### config.mk
export PLATFORM = sky130hd
export DESIGN_NAME = serial_adder
export DESIGN_NICKNAME = d
export VERILOG_FILES = /design/src/rtl/serial_arith_pkg.sv /design/src/rtl/full_adder_bit.sv /design/src/rtl/serial_adder.sv
export SDC_FILE = /design/constraint.sdc
export NUM_CORES = 1
export LEC_CHECK = 0
export ABC_CLOCK_PERIOD_IN_PS = 1800
export BUFFER_PORTS_ARGS = -buffer_cell sky130_fd_sc_hd__buf_2
export CORE_ASPECT_RATIO = 0.7
export CORE_UTILIZATION = 54
export CTS_BUF_LIST = sky130_fd_sc_hd__clkbuf_8 sky130_fd_sc_hd__clkbuf_16
export DETAILED_ROUTE_END_ITERATION = 10
export PLACE_DENSITY = 0.77
export SYNTH_ARGS = -nofsm -noshare
export SYNTH_HDL_FRONTEND = slang
export SYNTH_HIERARCHICAL = 1
export SYNTH_SLANG_ARGS = --single-unit
export TNS_END_PERCENT = 100
### constraint.sdc
create_clock -name i_clk -period 1.8 [get_ports i_clk]
set_clock_uncertainty 0.2 [all_clocks]
set_input_delay 0.09 -clock i_clk [delete_from_list [all_inputs] [get_ports i_clk]]
set_output_delay 0.09 -clock i_clk [all_outputs]
set_load 0.02 [all_outputs]
### src/rtl/serial_arith_pkg.sv
// Shared definitions for the bit-serial arithmetic blocks: FSM encoding,
// default operand width and per-operation cycle cost.
package serial_arith_pkg;

    typedef enum logic [1:0] {
        StIdle  = 2'd0,
        StShift = 2'd1,
        StDone  = 2'd2
    } state_e;

    localparam int unsigned DefaultWidth = 8;

    // One capture cycle plus WIDTH shift cycles plus the DONE cycle, back to IDLE.
    function automatic int unsigned cycles_per_op(input int unsigned width);
        return width + 2;
    endfunction

    localparam int unsigned DefaultCyclesPerOp = DefaultWidth + 2;

endpackage

### src/rtl/full_adder_bit.sv
// Single-bit combinational full adder; the only arithmetic cell of the
// bit-serial datapath.
module full_adder_bit (
    input  logic i_a,
    input  logic i_b,
    input  logic i_ci,
    output logic o_s,
    output logic o_co
);

    assign o_s  = i_a ^ i_b ^ i_ci;
    assign o_co = (i_a & i_b) | (i_a & i_ci) | (i_b & i_ci);

endmodule

### src/rtl/serial_adder.sv
// LSB-first bit-serial adder: one full-adder cell, a carry flop and WIDTH shift cycles.
// Optional signed overflow output enabled by defining SERIAL_ADDER_OVF_EN.
module serial_adder
    import serial_arith_pkg::*;
#(
    parameter int unsigned WIDTH = DefaultWidth
) (
    input  logic             i_clk,
    input  logic             i_rst_n,
    input  logic             i_start,
    input  logic [WIDTH-1:0] i_a,
    input  logic [WIDTH-1:0] i_b,
    input  logic             i_cin,
    output logic             o_busy,
    output logic             o_done,
    output logic [WIDTH-1:0] o_sum,
    output logic             o_cout
`ifdef SERIAL_ADDER_OVF_EN
    ,
    output logic             o_ovf
`endif
);

    localparam int unsigned     CntW    = (WIDTH > 1) ? $clog2(WIDTH) : 1;
    localparam logic [CntW-1:0] CntLast = CntW'(WIDTH - 1);

    state_e r_state;
    state_e w_state_nxt;

    logic [WIDTH-1:0] r_a_sr;
    logic [WIDTH-1:0] r_b_sr;
    logic [WIDTH-1:0] r_res_sr;
    logic [WIDTH-1:0] r_sum;
    logic             r_carry;
    logic             r_cout;
    logic             r_busy;
    logic             r_done;
    logic [CntW-1:0]  r_cnt;

    logic [WIDTH-1:0] w_a_sr_nxt;
    logic [WIDTH-1:0] w_b_sr_nxt;
    logic [WIDTH-1:0] w_res_sr_nxt;
    logic [WIDTH-1:0] w_sum_nxt;
    logic             w_carry_nxt;
    logic             w_cout_nxt;
    logic             w_busy_nxt;
    logic             w_done_nxt;
    logic [CntW-1:0]  w_cnt_nxt;

    logic             w_s;
    logic             w_co;
    logic             w_start_acc;
    logic             w_last;

`ifdef SERIAL_ADDER_OVF_EN
    logic r_ovf;
    logic w_ovf_nxt;
`endif

    full_adder_bit u_fa (
        .i_a  (r_a_sr[0]),
        .i_b  (r_b_sr[0]),
        .i_ci (r_carry),
        .o_s  (w_s),
        .o_co (w_co)
    );

    assign w_start_acc = (r_state == StIdle) && i_start;
    assign w_last      = (r_state == StShift) && (r_cnt == CntLast);

    // FSM: state register
    always_ff @(posedge i_clk or negedge i_rst_n) begin
        if (!i_rst_n) begin
            r_state <= StIdle;
        end else begin
            r_state <= w_state_nxt;
        end
    end

    // FSM: next-state logic
    always_comb begin
        w_state_nxt = r_state;
        unique case (r_state)
            StIdle: begin
                if (i_start) begin
                    w_state_nxt = StShift;
                end
            end
            StShift: begin
                if (r_cnt == CntLast) begin
                    w_state_nxt = StDone;
                end
            end
            StDone: begin
                w_state_nxt = StIdle;
            end
            default: begin
                w_state_nxt = StIdle;
            end
        endcase
    end

    // FSM: outputs, decoded from the next state so busy/done come straight off flops
    always_comb begin
        w_busy_nxt = (w_state_nxt == StShift);
        w_done_nxt = (w_state_nxt == StDone);
    end

    always_ff @(posedge i_clk or negedge i_rst_n) begin
        if (!i_rst_n) begin
            r_busy <= 1'b0;
            r_done <= 1'b0;
        end else begin
            r_busy <= w_busy_nxt;
            r_done <= w_done_nxt;
        end
    end

    // Datapath next-state: capture on accepted start, one bit per SHIFT cycle
    always_comb begin
        w_a_sr_nxt   = r_a_sr;
        w_b_sr_nxt   = r_b_sr;
        w_res_sr_nxt = r_res_sr;
        w_carry_nxt  = r_carry;
        w_cnt_nxt    = r_cnt;
        w_sum_nxt    = r_sum;
        w_cout_nxt   = r_cout;
`ifdef SERIAL_ADDER_OVF_EN
        w_ovf_nxt    = r_ovf;
`endif
        if (w_start_acc) begin
            w_a_sr_nxt   = i_a;
            w_b_sr_nxt   = i_b;
            w_res_sr_nxt = '0;
            w_carry_nxt  = i_cin;
            w_cnt_nxt    = '0;
        end else if (r_state == StShift) begin
            w_a_sr_nxt   = r_a_sr >> 1;
            w_b_sr_nxt   = r_b_sr >> 1;
            w_res_sr_nxt = {w_s, r_res_sr[WIDTH-1:1]};
            w_carry_nxt  = w_co;
            w_cnt_nxt    = r_cnt + CntW'(1);
            if (w_last) begin
                w_sum_nxt  = {w_s, r_res_sr[WIDTH-1:1]};
                w_cout_nxt = w_co;
`ifdef SERIAL_ADDER_OVF_EN
                // On the MSB cycle r_carry is the carry into the MSB.
                w_ovf_nxt  = r_carry ^ w_co;
`endif
            end
        end
    end

    always_ff @(posedge i_clk or negedge i_rst_n) begin
        if (!i_rst_n) begin
            r_a_sr   <= '0;
            r_b_sr   <= '0;
            r_res_sr <= '0;
            r_carry  <= 1'b0;
            r_cnt    <= '0;
            r_sum    <= '0;
            r_cout   <= 1'b0;
        end else begin
            r_a_sr   <= w_a_sr_nxt;
            r_b_sr   <= w_b_sr_nxt;
            r_res_sr <= w_res_sr_nxt;
            r_carry  <= w_carry_nxt;
            r_cnt    <= w_cnt_nxt;
            r_sum    <= w_sum_nxt;
            r_cout   <= w_cout_nxt;
        end
    end

`ifdef SERIAL_ADDER_OVF_EN
    always_ff @(posedge i_clk or negedge i_rst_n) begin
        if (!i_rst_n) begin
            r_ovf <= 1'b0;
        end else begin
            r_ovf <= w_ovf_nxt;
        end
    end

    assign o_ovf = r_ovf;
`endif

    assign o_busy = r_busy;
    assign o_done = r_done;
    assign o_sum  = r_sum;
    assign o_cout = r_cout;

endmodule

Word level (Yosys, flattened, before mapping)
Cells that the tools add are included.
{"block": "op_classes", "addsub": 1, "n_eq_ne": 4, "n_mux": 13, "bitwise": 8, "n_reduce_logical": 5}
{"cell": "$mux 8", "count": 6}
{"cell": "$mux 3", "count": 2}
{"cell": "$eq 2x1->1 const B", "count": 2}
{"cell": "$mux 2", "count": 2}
{"cell": "$pmux 2 s2", "count": 1}
{"cell": "$add 3x1->3 const B", "count": 1}
{"cell": "$and 1x1->1", "count": 3}
{"cell": "$eq 3x3->1 const B", "count": 1}
{"cell": "$reduce_and 3->1", "count": 1}
{"cell": "$eq 2x2->1 const B", "count": 1}
{"cell": "$logic_and 1x1->1", "count": 2}
{"cell": "$logic_not 2->1", "count": 1}
{"cell": "$mux 1", "count": 2}
{"cell": "$or 1x1->1", "count": 2}
{"cell": "$reduce_bool 2->1", "count": 1}
{"cell": "$xor 1x1->1", "count": 2}
{"cell": "$not 1->1", "count": 1}
{"block": "word_totals", "register_bits": 41, "input_bits": 20, "out_inout_bits": 11, "word_cells": 41}

Depth between registers and ports, before layout
{"block": "logic_depth", "word_depth": 5, "mapped_depth": 5, "ltp_nobuf": 5}

Modules after synthesis
The synthesis kept the hierarchy.
{"mod": "serial_adder", "instances": 1, "cells_each": 146, "area_each_um2": 1747.9, "seq_area_each_um2": 1001.0}
{"mod": "full_adder_bit", "instances": 1, "cells_each": 1, "area_each_um2": 20.0, "seq_area_each_um2": 0.0}

Worst setup path before layout
No wires, ideal clock.
{"block": "synth_timing", "path_type": "flip-flop to flip-flop", "start": "register r_cnt[0]", "end": "register r_sum[0], in the netlist o_sum[0]", "setup_time_ns": 0.127, "arrival_ns": 1.267, "required_ns": 1.473, "path_slack_ns": 0.206, "path_stages_with_launch": 6, "n_path_buf": 0, "period_less_slack_ns": 1.594, "cell_sequence": "dfrtp_1 > ha_1 > ha_1 > nand2_8 > inv_2 > mux2_1"}
{"block": "synth_between", "elab_chain_len": 3}
{"item": "from (decl)", "line_no": "serial_adder.sv:38", "text": "logic [CntW-1:0] r_cnt;"}
{"item": "from (signal assigned)", "line_no": "serial_adder.sv:168", "text": "r_cnt <= w_cnt_nxt;"}
{"item": "$eq 3x3->1", "line_no": "serial_adder.sv:69", "text": "assign w_last = (r_state == StShift) && (r_cnt == CntLast);"}
{"item": "$logic_and 1x1->1", "line_no": "serial_adder.sv:69"}
{"item": "$reduce_and 3->1 (no source line)"}
{"item": "to (signal assigned)", "line_no": "serial_adder.sv:169", "text": "r_sum <= w_sum_nxt;"}
{"item": "to (decl)", "line_no": "serial_adder.sv:33", "text": "logic [WIDTH-1:0] r_sum;"}
Every way passes these cells.
A chain may end at the register's enable or synchronous reset.

Final worst setup path
{"block": "layout_timing", "start": "register r_state[0]", "end": "register r_a_sr[3]"}
{"block": "layout_between", "elab_chain_len": 3, "word_cells_on_any_way": 5, "cone_classes": "eq/ne: 1; mux: 1; reduce/logical: 3"}
{"item": "from (decl)", "line_no": "serial_adder.sv:27", "text": "state_e r_state;"}
{"item": "from (signal assigned)", "line_no": "serial_adder.sv:74", "text": "r_state <= StIdle;"}
{"item": "from (signal assigned)", "line_no": "serial_adder.sv:76", "text": "r_state <= w_state_nxt;"}
{"item": "$logic_not 2->1", "line_no": "serial_adder.sv:68", "text": "assign w_start_acc = (r_state == StIdle) && i_start;"}
{"item": "$logic_and 1x1->1", "line_no": "serial_adder.sv:68"}
{"item": "$mux 8 / $reduce_bool 2->1 (equally long branches)"}
{"item": "to (signal assigned)", "line_no": "serial_adder.sv:164", "text": "r_a_sr <= w_a_sr_nxt;"}
{"item": "to (decl)", "line_no": "serial_adder.sv:30", "text": "logic [WIDTH-1:0] r_a_sr;"}
Several ways; a longest one is shown, not always the timed one.

==> flow_metrics.env <==
export IMPL_syn_inst=147
export IMPL_dpl_cell_area_sq_mm=0.001943
export IMPL_holdPathStages=4
export IMPL_final_cell_mix="dfrtp_1, buf_2, nor3_1"
export IMPL_dr_first_iter_drc_count=113
export IMPL_row_count=16
export IMPL_critPathCaptureType="flip-flop"
export IMPL_drtPass1Iterations=4
export IMPL_cts_root_buf="clkbuf_8"
export IMPL_rr_startpoint="r_state[0]$_DFF_PN0_"
export IMPL_port_buffers=30
export IMPL_grt_setup_unrepaired="no"
export IMPL_syn_area_sq_mm=0.001768
export IMPL_reg2reg_depth=4
export IMPL_grt_use_total=0.2269
export IMPL_fin_area_sq_mm=0.002272
export IMPL_cts_buffers=5
export IMPL_insertion_delay_ns=0.29
export IMPL_yosys_register_bits=40
export IMPL_hold_end="r_b_sr[0]$_DFFE_PN0P_"
export IMPL_final_common_cell="dfrtp_1"
export IMPL_cts_resized=0
export IMPL_powerDensity_mw_per_mm2=1791
export IMPL_place_inst=209
export IMPL_reg2reg_setup_slack_ns=0.13
export IMPL_cp_cell_sequence="buf_4 -> o21ba_2 -> nor2_1 -> nor3_1"
export IMPL_setup_tns_ns=0
export IMPL_gp_congestion=0.7263
export IMPL_layout_cells_non_filler=234
export IMPL_grt_pass1_wl_mm=6.023
export IMPL_period_minus_slack_ns=1.671
export IMPL_antennaDiodeCount=0
export IMPL_power_leakage_uw=0.001094
export IMPL_gr_total_overflow=0
export IMPL_worstSetupStartpointType="flip-flop"
export IMPL_dr_total_vias=1292
export IMPL_design_die_area_sq_mm=0.003510
export IMPL_die_w_microns=70.39
export IMPL_nets=220
export IMPL_setup_viol=0
export IMPL_start_util=0.6008
export IMPL_coreArea_sq_mm=0.002943
export IMPL_cap_violations=0
export IMPL_syn_nets=170
export IMPL_vias_per_cell=5.521
export IMPL_ios=31
export IMPL_worstHoldPathType="in2reg"
export IMPL_power_uw=4069
export IMPL_multi_input_area_sq_um=694.4
export IMPL_critPathMaxFanout=13
export IMPL_cp_arrival_ns=1.66
export IMPL_synth_cell_types=24
export IMPL_htreeDepth=2
export IMPL_drt_wl_total_mm=3.575
export IMPL_post_route_util=0.7721
export IMPL_cts_tree="yes"
export IMPL_grt_pass1_vias=1280
export IMPL_drive_gt1_frac=0.2929
export IMPL_slowest_stage="dfrtp_1"
export IMPL_clock_path_buffers=2
export IMPL_grt_antenna_before_repair=0
export IMPL_period_share=0.9285
export IMPL_hold_start="i_b[0]"
export IMPL_tightest_slew_ns=0.5052
export IMPL_fmax_mhz=598.4
export IMPL_path_clk_slew_ns=0.08
export IMPL_crit_path_max_incr_delay_ns=0.51
export IMPL_yosys_warnings=6
export IMPL_hold_viol=0
export IMPL_area_growth_pct=28.52
export IMPL_maxSlewHeadroom=0.6632
export IMPL_num_fill_cells=182
export IMPL_numClockSinks=40
export IMPL_wl_per_cell_microns=15.28
export IMPL_seq_area_sq_mm=0.001001
export IMPL_timing_rr_end="r_a_sr[3]$_DFFE_PN0P_"
export IMPL_worstSetupPathType="reg2reg"
export IMPL_dieHeight_microns=49.87
export IMPL_max_vdd_ir_drop_mv=1.321
export IMPL_synth_seq_area_share=0.5662
export IMPL_syn_area_per_cell_sq_um=12.03
export IMPL_drt_antenna_violating_nets=0
export IMPL_slew_viol_final=0
export IMPL_grt_max_degree=41
export IMPL_place_hpwl_mm=2.284
export IMPL_drc=0
export IMPL_status="finished clean"
export IMPL_worstPathRequired_ns=1.79
per-stage QoR:
step                      hold WS, ns  worst slack (ns)
after floorplan               -0.4056            0.2061
after global placement       -0.03763            0.1755
after detailed placement     -0.02773            0.1401
after CTS                     0.04157            0.1371
after global routing          0.05789           0.03001
final                         0.03630            0.1288
worst max path at each step:
stage / startpoint / depth (start not counted) / to / slack (ns)
3_5_place_dp: r_cnt[0]$_DFFE_PN0P_ / 5 / o_sum[0]$_DFFE_PN0P_ / 0.14
5_1_grt: r_state[0]$_DFF_PN0_ / 4 / r_b_sr[6]$_DFFE_PN0P_ / 0.03
6_report: r_state[0]$_DFF_PN0_ / 4 / r_a_sr[3]$_DFFE_PN0P_ / 0.13
2_1_floorplan: r_cnt[0]$_DFFE_PN0P_ / 5 / o_sum[0]$_DFFE_PN0P_ / 0.21
3_3_place_gp: r_cnt[0]$_DFFE_PN0P_ / 5 / o_sum[0]$_DFFE_PN0P_ / 0.18
4_1_cts: r_cnt[0]$_DFFE_PN0P_ / 5 / o_sum[0]$_DFFE_PN0P_ / 0.14
flip-flops by register name, summed over array words and instances (netlist names), 2 cells and up:
| signal | count |
|---|---|
| o_sum | 8 |
| r_a_sr | 8 |
| r_b_sr | 8 |
| r_cnt | 3 |
| r_res_sr | 7 |
| r_state | 2 |
what timing repair did:
| action | CTS | global route |
|---|---|---|
| endpoints found under the hold margin | 56 | 0 |
| buffers inserted | 0 | 0 |
| hold buffers | 17 | 0 |
cell usage after synthesis, drive strengths merged:
cell type  instances  area share
a21oi              3      0.0085
a221o              3       0.017
a22o              11       0.054
and2b              1      0.0057
buf                6       0.028
clkbuf             4      0.0085
dfrtp             40        0.57
fa                 1       0.011
ha                 2       0.014
inv                2      0.0042
mux2               9       0.074
nand2              4       0.018
nand2b             5       0.018
nor2              14       0.031
nor3              24       0.068
nor3b             13       0.055
o21ai              3      0.0085
o21ba              1      0.0057
or2                1      0.0035
kinds of logic after synthesis:
group / Yosys count / share of synthesized area
simple gates: 62 / 0.1989
buf+inv: 12 / 0.04104
mux: 9 / 0.07431
compound gates: 21 / 0.09412
flops: 40 / 0.5662
fa+ha+maj: 3 / 0.02548
layer usage:
metal,global-route usage,share of wire
met1,0.3347,0.50
met3,0.05317,0.039
met4,0.07000,0.017
met5,0,0
met2,0.3333,0.44
power by group:
part           switching [uW]  internal (uW)  leakage (uW)
Combinational             737            738      0.000526
Sequential                283           1310      0.000490
Clock                     305            693     0.0000784
Total                    1320           2740       0.00109
worst max-delay path: cells and delay by family (launching register included):
| kind | cells | cell delay (ns) |
|---|---|---|
| AND/OR/NAND/NOR | 2 | 0.32 |
| AO/OA/AOI/OAI | 1 | 0.34 |
| flip-flops | 1 | 0.51 |
| buffers and inverters | 1 | 0.21 |
cell type report:
cell class	count	share of cell area
flip-flops and latches	40	0.4405
multi-input cells	95	0.3056
repair buffers	53	0.1608
clock inverters	3	0.03965
clock buffers	5	0.03029
well taps	36	0.01982
inverters	2	0.003304
(Power assumes the default switching activity.)
